[src/rtl/shift_reg_pkg.sv]
// rtl/shift_reg_pkg.sv - dir encodings and receiver state type shared by shift_deser
package shift_reg_pkg;

    localparam logic DIR_MSB_FIRST = 1'b0;
    localparam logic DIR_LSB_FIRST = 1'b1;

    typedef enum logic {
        COLLECT = 1'b0,
        DELIVER = 1'b1
    } state_t;

endpackage

[src/rtl/shift_deser.sv]
// rtl/shift_deser.sv - serial-to-parallel receiver with one-entry valid/ready output register
// Optional trailing even-parity bit per word: SHIFT_DESER_PARITY_EN
module shift_deser
    import shift_reg_pkg::*;
#(
    parameter int width = 8
) (
    input  logic             clk,
    input  logic             rst_n,
    input  logic             clear,
    input  logic             s_in,
    input  logic             s_valid,
    input  logic             dir,
    output logic [width-1:0] p_out,
    output logic             p_valid,
    input  logic             p_ready,
    output logic             busy,
    output logic             overrun,
    output logic             parity_err
);

`ifdef SHIFT_DESER_PARITY_EN
    localparam int N = width + 1;
`else
    localparam int N = width;
`endif
    localparam int CW = $clog2(width + 2);

    logic [CW-1:0]    count;
    logic [width-1:0] sh;
    logic [width-1:0] sh_next;
    logic             dir_q;
    logic             dir_eff;
    logic             par_bad;
    logic             perr_q;
    logic             load;
    state_t           state;

    // dir is latched on the first bit and ignored for the rest of the word
    assign dir_eff = (count == '0) ? dir : dir_q;
    assign state   = (s_valid && count == CW'(N - 1)) ? DELIVER : COLLECT;
    assign load    = (state == DELIVER) && (!p_valid || p_ready);
    assign busy    = (count != '0);

    // The parity bit (if present) arrives after the data and is never shifted in
    always_comb begin
        sh_next = sh;
        if (s_valid && count < CW'(width)) begin
            if (dir_eff == DIR_MSB_FIRST) begin
                sh_next = {sh[width-2:0], s_in};
            end else begin
                sh_next = {s_in, sh[width-1:1]};
            end
        end
    end

`ifdef SHIFT_DESER_PARITY_EN
    assign par_bad = (^sh) ^ s_in;
`else
    assign par_bad = 1'b0;
`endif

    always_ff @(posedge clk or negedge rst_n) begin
        if (!rst_n) begin
            sh      <= '0;
            count   <= '0;
            dir_q   <= DIR_MSB_FIRST;
            p_out   <= '0;
            p_valid <= 1'b0;
            overrun <= 1'b0;
            perr_q  <= 1'b0;
        end else if (clear) begin
            count   <= '0;
            p_valid <= 1'b0;
            overrun <= 1'b0;
            perr_q  <= 1'b0;
        end else begin
            sh <= sh_next;
            if (s_valid) begin
                if (count == '0) begin
                    dir_q <= dir;
                end
                count <= (state == DELIVER) ? '0 : count + 1'b1;
            end
            if (state == DELIVER) begin
                if (load) begin
                    p_out   <= sh_next;
                    p_valid <= 1'b1;
                    perr_q  <= par_bad;
                end else begin
                    overrun <= 1'b1;
                end
            end else if (p_valid && p_ready) begin
                p_valid <= 1'b0;
            end
        end
    end

    assign parity_err = perr_q;

endmodule

[config.mk]
export PLATFORM = sky130hd
export DESIGN_NAME = shift_deser
export DESIGN_NICKNAME = d
export VERILOG_FILES = /design/src/rtl/shift_reg_pkg.sv /design/src/rtl/shift_deser.sv
export SDC_FILE = /design/constraint.sdc
export NUM_CORES = 1
export LEC_CHECK = 0
export CORE_MARGIN = 10
export CORE_UTILIZATION = 56
export CTS_CLUSTER_DIAMETER = 50
export CTS_CLUSTER_SIZE = 40
export DETAILED_ROUTE_END_ITERATION = 8
export PLACE_DENSITY = 0.92
export SETUP_SLACK_MARGIN = 0.1
export SYNTH_ARGS = -nofsm -noshare
export SYNTH_HDL_FRONTEND = slang
export SYNTH_SLANG_ARGS = --single-unit
[constraint.sdc]
create_clock -name clk -period 3.1 [get_ports clk]
set_input_delay 0.775 -clock clk [delete_from_list [all_inputs] [get_ports clk]]
set_output_delay 0.775 -clock clk [all_outputs]
set_load 0.05 [all_outputs]
==> flow_summary.html, run 1 <==
<table>
<tr><th>Metric</th><th>Value</th></tr>
<tr><th colspan="2">Final layout</th></tr>
<tr><td>Share of post-route cells with drive strength above 1</td><td>0.2368</td></tr>
<tr><td>Non-filler instance count after layout</td><td>142</td></tr>
<tr><td>Commonest non-fill, non-tap cells in the layout</td><td>sky130_fd_sc_hd__mux2i_1, sky130_fd_sc_hd__dfrtp_1, sky130_fd_sc_hd__mux2_2</td></tr>
<tr><td>Diodes inserted</td><td>0</td></tr>
<tr><td>Final std cell area, no fill</td><td>1453 sq um</td></tr>
<tr><td>Growth of design area from synthesis to finish</td><td>15.64%</td></tr>
<tr><td>Number of fill cells in the layout</td><td>roughly 180</td></tr>
<tr><td>Number of nets in the finished design</td><td>124</td></tr>
<tr><td>Most frequent standard cell in the layout excluding fill and tap cells</td><td>sky130_fd_sc_hd__mux2i_1</td></tr>
<tr><th colspan="2">Timing</th></tr>
<tr><td>Setup repair after global routing missed its margin</td><td>false</td></tr>
<tr><td>Highest achievable clock rate</td><td>428.3 MHz</td></tr>
<tr><td>Final min period</td><td>around 2.3 ns</td></tr>
<tr><td>Max transition margin</td><td>0.6545</td></tr>
<tr><td>Pins Over Slew Limit</td><td>0</td></tr>
<tr><td>Final setup violating endpoints</td><td>0</td></tr>
<tr><td>Clock skew after layout</td><td>about 0.0027 ns</td></tr>
<tr><td>Post-route clock period utilization</td><td>0.7532</td></tr>
<tr><td>Setup TNS after final layout</td><td>0 ns</td></tr>
<tr><td>Worst Tran Pin Value</td><td>between 0.5 and 0.6 ns</td></tr>
<tr><td>Count of final hold-check violations</td><td>0</td></tr>
<tr><th colspan="2">Floorplanning</th></tr>
<tr><td>Die extent in y</td><td>67.36 microns</td></tr>
<tr><td>Std-Cell Core Area</td><td>2170 sq um</td></tr>
<tr><td>Initial standard-cell utilization of the core</td><td>0.5790</td></tr>
<tr><td>Overall die area</td><td>4537 sq um</td></tr>
<tr><td>Total I/O pin count</td><td>19</td></tr>
<tr><td>Overall die width</td><td>67.36 microns</td></tr>
<tr><td>Std-Cell Rows</td><td>17</td></tr>
<tr><th colspan="2">CTS</th></tr>
<tr><td>Post-cts gate resize count</td><td>0</td></tr>
<tr><td>Clk buf depth</td><td>2</td></tr>
<tr><td>Total CTS buffers</td><td>3</td></tr>
<tr><td>Post-CTS setup buffers</td><td>0</td></tr>
<tr><td>Clock latency reported for the late side of the worst-skew pair</td><td>0.32 ns</td></tr>
<tr><td>Cell at the root of the clock tree</td><td>sky130_fd_sc_hd__clkbuf_4</td></tr>
<tr><td>Maximum level of the CTS H-tree</td><td>1</td></tr>
<tr><td>CTS tree</td><td>yes</td></tr>
<tr><td>Clk pin slew, worst setup/hold paths</td><td>0.13 ns</td></tr>
<tr><td># clock sinks</td><td>23</td></tr>
<tr><td>Total of hold buffers inserted after clock tree synthesis</td><td>0</td></tr>
<tr><th colspan="2">Min path</th></tr>
<tr><td>Worst hold stages</td><td>1</td></tr>
<tr><td>Hold path endpoint</td><td>overrun</td></tr>
<tr><td>Classification of the worst-slack hold path</td><td>reg2reg</td></tr>
<tr><td>Startpoint of the lowest-slack hold path</td><td>overrun</td></tr>
<tr><th colspan="2">Worst setup path</th></tr>
<tr><td>Library cell contributing the largest single delay on the critical path</td><td>sky130_fd_sc_hd__dfrtp_1</td></tr>
<tr><td>Endpoint arrival time on the critical path</td><td>1.56 ns</td></tr>
<tr><td>Buffers plus inverters on the worst setup path</td><td>3</td></tr>
<tr><td>Critical Path Source Type</td><td>flip-flop</td></tr>
<tr><td>Cell occurring most often along the worst timing path</td><td>sky130_fd_sc_hd__inv_1</td></tr>
<tr><td>Highest net fanout along the worst path</td><td>4</td></tr>
<tr><td>Category of the worst setup path capture point</td><td>output pin</td></tr>
<tr><td>Data required time of the critical path</td><td>2.32 ns</td></tr>
<tr><td>Setup slack, reg-to-reg</td><td>1.29 ns</td></tr>
<tr><td>Top cell family by delay on the critical path</td><td>flip-flops</td></tr>
<tr><td>Reg2reg path depth</td><td>6</td></tr>
<tr><td>Critical R2R Launch</td><td>count[0]</td></tr>
<tr><td>Class of the most critical setup path</td><td>reg2out</td></tr>
<tr><td>Highest cell delay on the worst timing path</td><td>0.43 ns</td></tr>
<tr><td>Cell breakdown of the critical path</td><td>inv_1 -&gt; ha_1 -&gt; nor3b_1 -&gt; inv_1 -&gt; buf_4</td></tr>
<tr><td>Reg-to-Reg End</td><td>p_out[0]</td></tr>
<tr><th colspan="2">Detailed routing</th></tr>
<tr><td>Wire per inst</td><td>~17 microns</td></tr>
<tr><td>Router iterations before antenna repair</td><td>4</td></tr>
<tr><td>Via density per instance</td><td>5.697</td></tr>
<tr><td>Routed Wire Length</td><td>2462 microns</td></tr>
<tr><td>Routed Antenna Nets</td><td>0</td></tr>
<tr><td>Number of DRC violations after detailed routing</td><td>0</td></tr>
<tr><td>Total number of vias</td><td>809</td></tr>
<tr><td>Iteration-0 DRC count of the detailed router</td><td>35</td></tr>
<tr><th colspan="2">GRT</th></tr>
<tr><td>Total track usage</td><td>0.1177</td></tr>
<tr><td>Global routing met2 resource utilization</td><td>0.1836</td></tr>
<tr><td>Congestion Overflow GR</td><td>0</td></tr>
<tr><td>Layer with the highest usage</td><td>met2</td></tr>
<tr><td>GRT met1 Usage</td><td>0.1468</td></tr>
<tr><td>Largest net degree at the start of global routing</td><td>24</td></tr>
<tr><td>GR met3 Demand/Resource</td><td>0.03967</td></tr>
<tr><td>First-pass GRT wire length</td><td>4098 microns</td></tr>
<tr><td>Number of antenna violations at the first check in global routing</td><td>0</td></tr>
<tr><td>Number of global-route vias before repair</td><td>between 800 and 900</td></tr>
<tr><th colspan="2">Synthesis</th></tr>
<tr><td>Summed instance area of the synthesized netlist</td><td>1256 sq um</td></tr>
<tr><td>Syn_nets</td><td>107</td></tr>
<tr><td>Synth Instances</td><td>98</td></tr>
<tr><td>Per-instance average area after synthesis</td><td>12.82 sq um</td></tr>
<tr><td>Number of synthesis warnings</td><td>0</td></tr>
<tr><td>FF+latch count, synth</td><td>23</td></tr>
<tr><td>Portion of the post-synthesis area used by sequential elements</td><td>0.4582</td></tr>
<tr><td>Synth unique cells</td><td>25</td></tr>
<tr><th colspan="2">Place</th></tr>
<tr><td>DP Wirelength</td><td>1911 microns</td></tr>
<tr><td>Total placed instance area</td><td>1425 sq um</td></tr>
<tr><td>Number of input and output port buffers inserted</td><td>17</td></tr>
<tr><td>Global placement routability congestion</td><td>0.7752</td></tr>
<tr><td>Post-placement cell count</td><td>138</td></tr>
<tr><th colspan="2">Pwr</th></tr>
<tr><td>Power density relative to cell area</td><td>561.2 nW/um^2</td></tr>
<tr><td>Total Power</td><td>about 820 uW</td></tr>
<tr><td>Static Leakage</td><td>0.7490 nW</td></tr>
<tr><td>Worst IR drop on VDD</td><td>roughly 0.36 mV</td></tr>
<tr><th colspan="2">Run</th></tr>
<tr><td>Max-cap violations</td><td>0</td></tr>
<tr><th colspan="2">Outcome</th></tr>
<tr><td>Result of the run</td><td>finished clean</td></tr>
</table>
[per-layer routing]
metal,wire length [microns],vias up,part of all wire
met5,0,-,0
met3,158,6,0.064
met1,1128,410,0.46
met4,36,0,0.015
met2,1139,16,0.46
li1,-,377,-
[per-stage QoR]
stage	setup slack (ns)	util	hold WS, ns
floorplan	1.109	-	0.4794
global placement	0.6164	0.6569	0.4938
detailed placement	0.5350	0.6569	0.4995
CTS	0.7411	0.6696	0.5318
global route	0.6432	0.6696	0.5515
finish	0.7650	0.6696	0.5303
[state kept, by name, indices dropped and copies added (netlist names)]
register and cells:
count 4, dir_q 1, overrun 1, p_out 8, p_valid 1, sh 8
[report_power, final]
| group | internal [mW] | leakage [nW] | switching [mW] | total, mW |
|---|---|---|---|---|
| clock | 0.0484 | 0.0177 | 0.0947 | 0.143 |
| sequential | 0.354 | 0.305 | 0.0731 | 0.427 |
| combinational | 0.131 | 0.426 | 0.114 | 0.245 |
| total | 0.533 | 0.749 | 0.282 | 0.815 |
[logic make-up after synthesis]
group	share of synthesized area
mux	0.3516
flops	0.4582
simple gates	0.09264
buf+inv	0.04780
compound gates	0.01992
fa+ha+maj	0.01992
other cells	0.002985
xor+xnor	0.006973
[worst max-delay path by stage]
stage / from / to / slack [ns] / cells after the start
3_5_place_dp: s_valid / p_out[7] / 0.53 / 4
4_1_cts: count[0] / busy / 0.74 / 5
5_1_grt: count[0] / busy / 0.64 / 5
3_3_place_gp: s_valid / p_out[1] / 0.62 / 4
6_report: count[0] / busy / 0.76 / 5
2_1_floorplan: count[0] / busy / 1.11 / 5
[cell usage after synthesis (all sizes together)]
library cell,count,area share
mux2i,25,0.20
dfrtp,23,0.46
mux2,17,0.15
buf,5,0.031
a21oi,3,0.012
inv,3,0.0090
nor2,3,0.0090
clkbuf,2,0.0080
ha,2,0.020
nand2,2,0.0060
nor3b,2,0.021
conb,1,0.0030
nand2b,1,0.0050
nand3,1,0.0040
nand3b,1,0.0060
nand4,1,0.0050
nand4b,1,0.019
o21ba,1,0.0080
or2b,1,0.0060
or3,1,0.0050
or3b,1,0.0070
xor2,1,0.0070
[final cells by class]
cell class                      count  area [sq um]  share of cell area
Multi-Input combinational cell     65         620.6              0.4272
Tap cell                           28         35.03             0.02412
Inverter                            3         11.26            0.007752
Timing Repair Buffer               19         182.7              0.1258
Clock inverter                      1         5.005            0.003445
Sequential cell                    23         575.6              0.3962
Clock buffer                        3         22.52             0.01550
(Power assumes the default switching activity.)
==> run 2, diff against run 1 <==
--- a/config.mk
+++ b/config.mk
@@ -6,11 +6,11 @@
 export NUM_CORES = 1
 export LEC_CHECK = 0
 export CORE_MARGIN = 10
-export CORE_UTILIZATION = 56
+export CORE_UTILIZATION = 52
 export CTS_CLUSTER_DIAMETER = 50
 export CTS_CLUSTER_SIZE = 40
 export DETAILED_ROUTE_END_ITERATION = 8
-export PLACE_DENSITY = 0.92
+export PLACE_DENSITY = 0.87
 export SETUP_SLACK_MARGIN = 0.1
 export SYNTH_ARGS = -nofsm -noshare
 export SYNTH_HDL_FRONTEND = slang
==> constraint.sdc (replaced) <==
create_clock -name clk -period 2.2 [get_ports clk]
set_input_delay 0.55 -clock clk [delete_from_list [all_inputs] [get_ports clk]]
set_output_delay 0.55 -clock clk [all_outputs]
set_load 0.05 [all_outputs]
==> run 2 against run 1 <==
Global-route usage fell by 1.4 points. Setup slack got worse by 0.60 ns. Die area rose by 5.4%. First-iteration DRC count fell by 8.6%. Via count fell by 1.9%. Highest routed layer unchanged. Total power rose by 39%.
==> flow_summary.html, run 2 (synthesized netlist as in run 1, its figures left out) <==
<table>
<tr><th>Metric</th><th>Value</th></tr>
<tr><th colspan="2">Worst setup path</th></tr>
<tr><td>Library cell contributing the largest single delay on the critical path</td><td>sky130_fd_sc_hd__clkdlybuf4s50_1</td></tr>
<tr><td>Cell breakdown of the critical path</td><td>clkdlybuf4s50_1</td></tr>
<tr><td>Data required time of the critical path</td><td>1.65 ns (-0.67 ns)</td></tr>
<tr><td>Class of the most critical setup path</td><td>reg2out</td></tr>
<tr><td>Setup slack, reg-to-reg</td><td>0.53 ns (-0.76 ns)</td></tr>
<tr><td>Highest cell delay on the worst timing path</td><td>0.82 ns (+0.39 ns)</td></tr>
<tr><td>Highest net fanout along the worst path</td><td>2 (-2)</td></tr>
<tr><td>Buffers plus inverters on the worst setup path</td><td>1 (-2)</td></tr>
<tr><td>Category of the worst setup path capture point</td><td>output pin</td></tr>
<tr><td>Critical Path Source Type</td><td>flip-flop</td></tr>
<tr><td>Top cell family by delay on the critical path</td><td>buffers and inverters</td></tr>
<tr><td>Endpoint arrival time on the critical path</td><td>1.49 ns (-0.07 ns)</td></tr>
<tr><th colspan="2">Detailed routing</th></tr>
<tr><td>Routed Antenna Nets</td><td>0 (unchanged)</td></tr>
<tr><td>Met1 Routed Length</td><td>1044 microns (-7.4%)</td></tr>
<tr><td>Number of DRC violations after detailed routing</td><td>0 (unchanged)</td></tr>
<tr><td>Router iterations before antenna repair</td><td>3 (-1)</td></tr>
<tr><td>Highest routed layer</td><td>met4</td></tr>
<tr><td>Total number of vias</td><td>794 (-1.9%)</td></tr>
<tr><td>Wire per inst</td><td>16.84 microns (-2.9%)</td></tr>
<tr><td>Routed Wire Length</td><td>2459 microns (-0.12%)</td></tr>
<tr><td>Via density per instance</td><td>5.438 (-4.5%)</td></tr>
<tr><td>Met3 routed WL</td><td>96 microns (-39%)</td></tr>
<tr><td>Iteration-0 DRC count of the detailed router</td><td>32 (-8.6%)</td></tr>
<tr><td>Met2 WL</td><td>1284 microns (+13%)</td></tr>
<tr><th colspan="2">Final layout</th></tr>
<tr><td>Diodes inserted</td><td>0 (unchanged)</td></tr>
<tr><td>Share of post-route cells with drive strength above 1</td><td>0.2627 (+0.02587)</td></tr>
<tr><td>Growth of design area from synthesis to finish</td><td>20.72%</td></tr>
<tr><td>Area of the multi-input gates</td><td>625.6 sq um (+0.81%)</td></tr>
<tr><td>Number of fill cells in the layout</td><td>184 (+0.55%)</td></tr>
<tr><td>Storage cell area</td><td>575.6 sq um (unchanged)</td></tr>
<tr><td>Commonest non-fill, non-tap cells in the layout</td><td>sky130_fd_sc_hd__mux2i_1, sky130_fd_sc_hd__dfrtp_1, sky130_fd_sc_hd__mux2_2</td></tr>
<tr><td>Number of nets in the finished design</td><td>128 (+3.2%)</td></tr>
<tr><td>Largest registers</td><td>p_out: 8 flops, sh: 8 flops, count: 4 flops</td></tr>
<tr><td>Final std cell area, no fill</td><td>1516 sq um (+4.4%)</td></tr>
<tr><td>Most frequent standard cell in the layout excluding fill and tap cells</td><td>sky130_fd_sc_hd__mux2i_1</td></tr>
<tr><td>Final cell utilization of the core</td><td>0.6726 (+0.003036)</td></tr>
<tr><th colspan="2">Floorplanning</th></tr>
<tr><td>Total I/O pin count</td><td>19 (unchanged)</td></tr>
<tr><td>Std-Cell Core Area</td><td>2255 sq um (+3.9%)</td></tr>
<tr><td>Std-Cell Rows</td><td>17 (unchanged)</td></tr>
<tr><td>Initial standard-cell utilization of the core</td><td>0.5572 (-0.02185)</td></tr>
<tr><td>Overall die width</td><td>69.15 microns (+2.7%)</td></tr>
<tr><td>Die extent in y</td><td>69.15 microns (+2.7%)</td></tr>
<tr><td>Overall die area</td><td>4782 sq um (+5.4%)</td></tr>
<tr><th colspan="2">Place</th></tr>
<tr><td>Total placed instance area</td><td>1480 sq um (+3.9%)</td></tr>
<tr><td>DP Wirelength</td><td>1844 microns (-3.5%)</td></tr>
<tr><td>Global placement routability congestion</td><td>0.7627 (-1.6%)</td></tr>
<tr><td>Number of input and output port buffers inserted</td><td>17 (unchanged)</td></tr>
<tr><th colspan="2">Timing</th></tr>
<tr><td>Setup TNS after final layout</td><td>0 ns (unchanged)</td></tr>
<tr><td>Clock skew after layout</td><td>0.003529 ns (+0.0008316 ns)</td></tr>
<tr><td>Max transition margin</td><td>0.6504 (-0.004110)</td></tr>
<tr><td>Worst Tran Pin Value</td><td>0.5236 ns (+0.006928 ns)</td></tr>
<tr><td>Final setup violating endpoints</td><td>0 (unchanged)</td></tr>
<tr><td>Post-route clock period utilization</td><td>0.9261</td></tr>
<tr><td>Highest achievable clock rate</td><td>~490 MHz</td></tr>
<tr><td>Count of final hold-check violations</td><td>0 (unchanged)</td></tr>
<tr><td>Pins Over Slew Limit</td><td>0 (unchanged)</td></tr>
<tr><td>Setup repair after global routing missed its margin</td><td>false</td></tr>
<tr><td>Final min period</td><td>2.037 ns</td></tr>
<tr><th colspan="2">GRT</th></tr>
<tr><td>First-pass GRT wire length</td><td>4215 microns (+2.9%)</td></tr>
<tr><td>Number of antenna violations at the first check in global routing</td><td>0 (unchanged)</td></tr>
<tr><td>Total track usage</td><td>0.1041 (-0.01360)</td></tr>
<tr><td>Congestion Overflow GR</td><td>0 (unchanged)</td></tr>
<tr><td>Number of global-route vias before repair</td><td>904 (+5.5%)</td></tr>
<tr><td>Largest net degree at the start of global routing</td><td>24 (unchanged)</td></tr>
<tr><th colspan="2">CTS</th></tr>
<tr><td>Clk buf depth</td><td>2 (unchanged)</td></tr>
<tr><td>Clock latency reported for the late side of the worst-skew pair</td><td>0.31 ns (about the same)</td></tr>
<tr><td># clock sinks</td><td>23 (unchanged)</td></tr>
<tr><td>Clk pin slew, worst setup/hold paths</td><td>0.12 ns (about the same)</td></tr>
<tr><td>Maximum level of the CTS H-tree</td><td>1 (unchanged)</td></tr>
<tr><td>Total CTS buffers</td><td>3 (unchanged)</td></tr>
<tr><td>Cell at the root of the clock tree</td><td>sky130_fd_sc_hd__clkbuf_4</td></tr>
<tr><td>Post-CTS setup buffers</td><td>0 (unchanged)</td></tr>
<tr><td>CTS tree</td><td>yes</td></tr>
<tr><th colspan="2">Pwr</th></tr>
<tr><td>Worst IR drop on VDD</td><td>0.4148 mV (+17%)</td></tr>
<tr><td>Power density relative to cell area</td><td>746.9 nW/um^2 (+33%)</td></tr>
<tr><td>Static Leakage</td><td>0.8140 nW (+8.7%)</td></tr>
<tr><th colspan="2">Min path</th></tr>
<tr><td>Classification of the worst-slack hold path</td><td>reg2reg</td></tr>
<tr><th colspan="2">Run</th></tr>
<tr><td>Max-cap violations</td><td>0 (unchanged)</td></tr>
<tr><th colspan="2">Outcome</th></tr>
<tr><td>Result of the run</td><td>finished clean</td></tr>
</table>
==> run 2: changes by cell type in the layout (fill, tap and decap cells not counted), sizes merged <==
cell | previous run | this run
clkdlybuf4s50 | 16 | 14
dlymetal6s2s | 0 | 2
buf | 3 | 7
clkbuf | 3 | 4
clkinv | 1 | 0
==> run 2: metal layers <==
metal / GRT usage / vias to the layer above
li1: - / 385
met1: 0.1202 / 394
met2: 0.1734 / 11
met3: 0.02853 / 4
met4: 0.04656 / 0
met5: 0 / -
==> run 2: cell type report <==
cell class	instances	area share
inverter	3	0.007426
multi-input combinational	65	0.4125
clock buffer	4	0.01733
sequential	23	0.3795
timing repair buffer	23	0.1601
tap	28	0.02310
==> run 2: timing repair <==
action                     in CTS  in global routing
gates resized for setup         0                  3
hold buffers                    0                  0
setup endpoints to repair       0                  3
==> run 2: path summary, 6_finish.rpt <==
path                            startpoint  endpoint  cells past startpoint
worst max-delay path               p_valid   p_valid                      1
worst min-delay path              p_out[5]  p_out[5]                      1
worst max register to register    count[1]  p_out[7]                      5
worst min register to register    p_out[5]  p_out[5]                      1
max in group asynchronous            rst_n     dir_q                      2
min in group asynchronous            rst_n     sh[4]                      2
==> run 2: report_power, final <==
group / switching [mW] / internal [mW]
Combinational: 0.146 / 0.191
Sequential: 0.102 / 0.499
Clock: 0.125 / 0.0708
Total: 0.372 / 0.760
==> run 2: metrics by stage <==
stage	hold WS (ns)	cells	setup WS (ns)	power, mW
after global routing	0.5413	146	0.1002	1.203
after floorplan	0.2544	98	0.4341	0.8523
after global placement	0.4880	142	0.1206	0.9178
final	0.5228	146	0.1626	1.133
after detailed placement	0.4943	142	0.09816	0.9471
after CTS	0.5240	146	0.1123	1.144
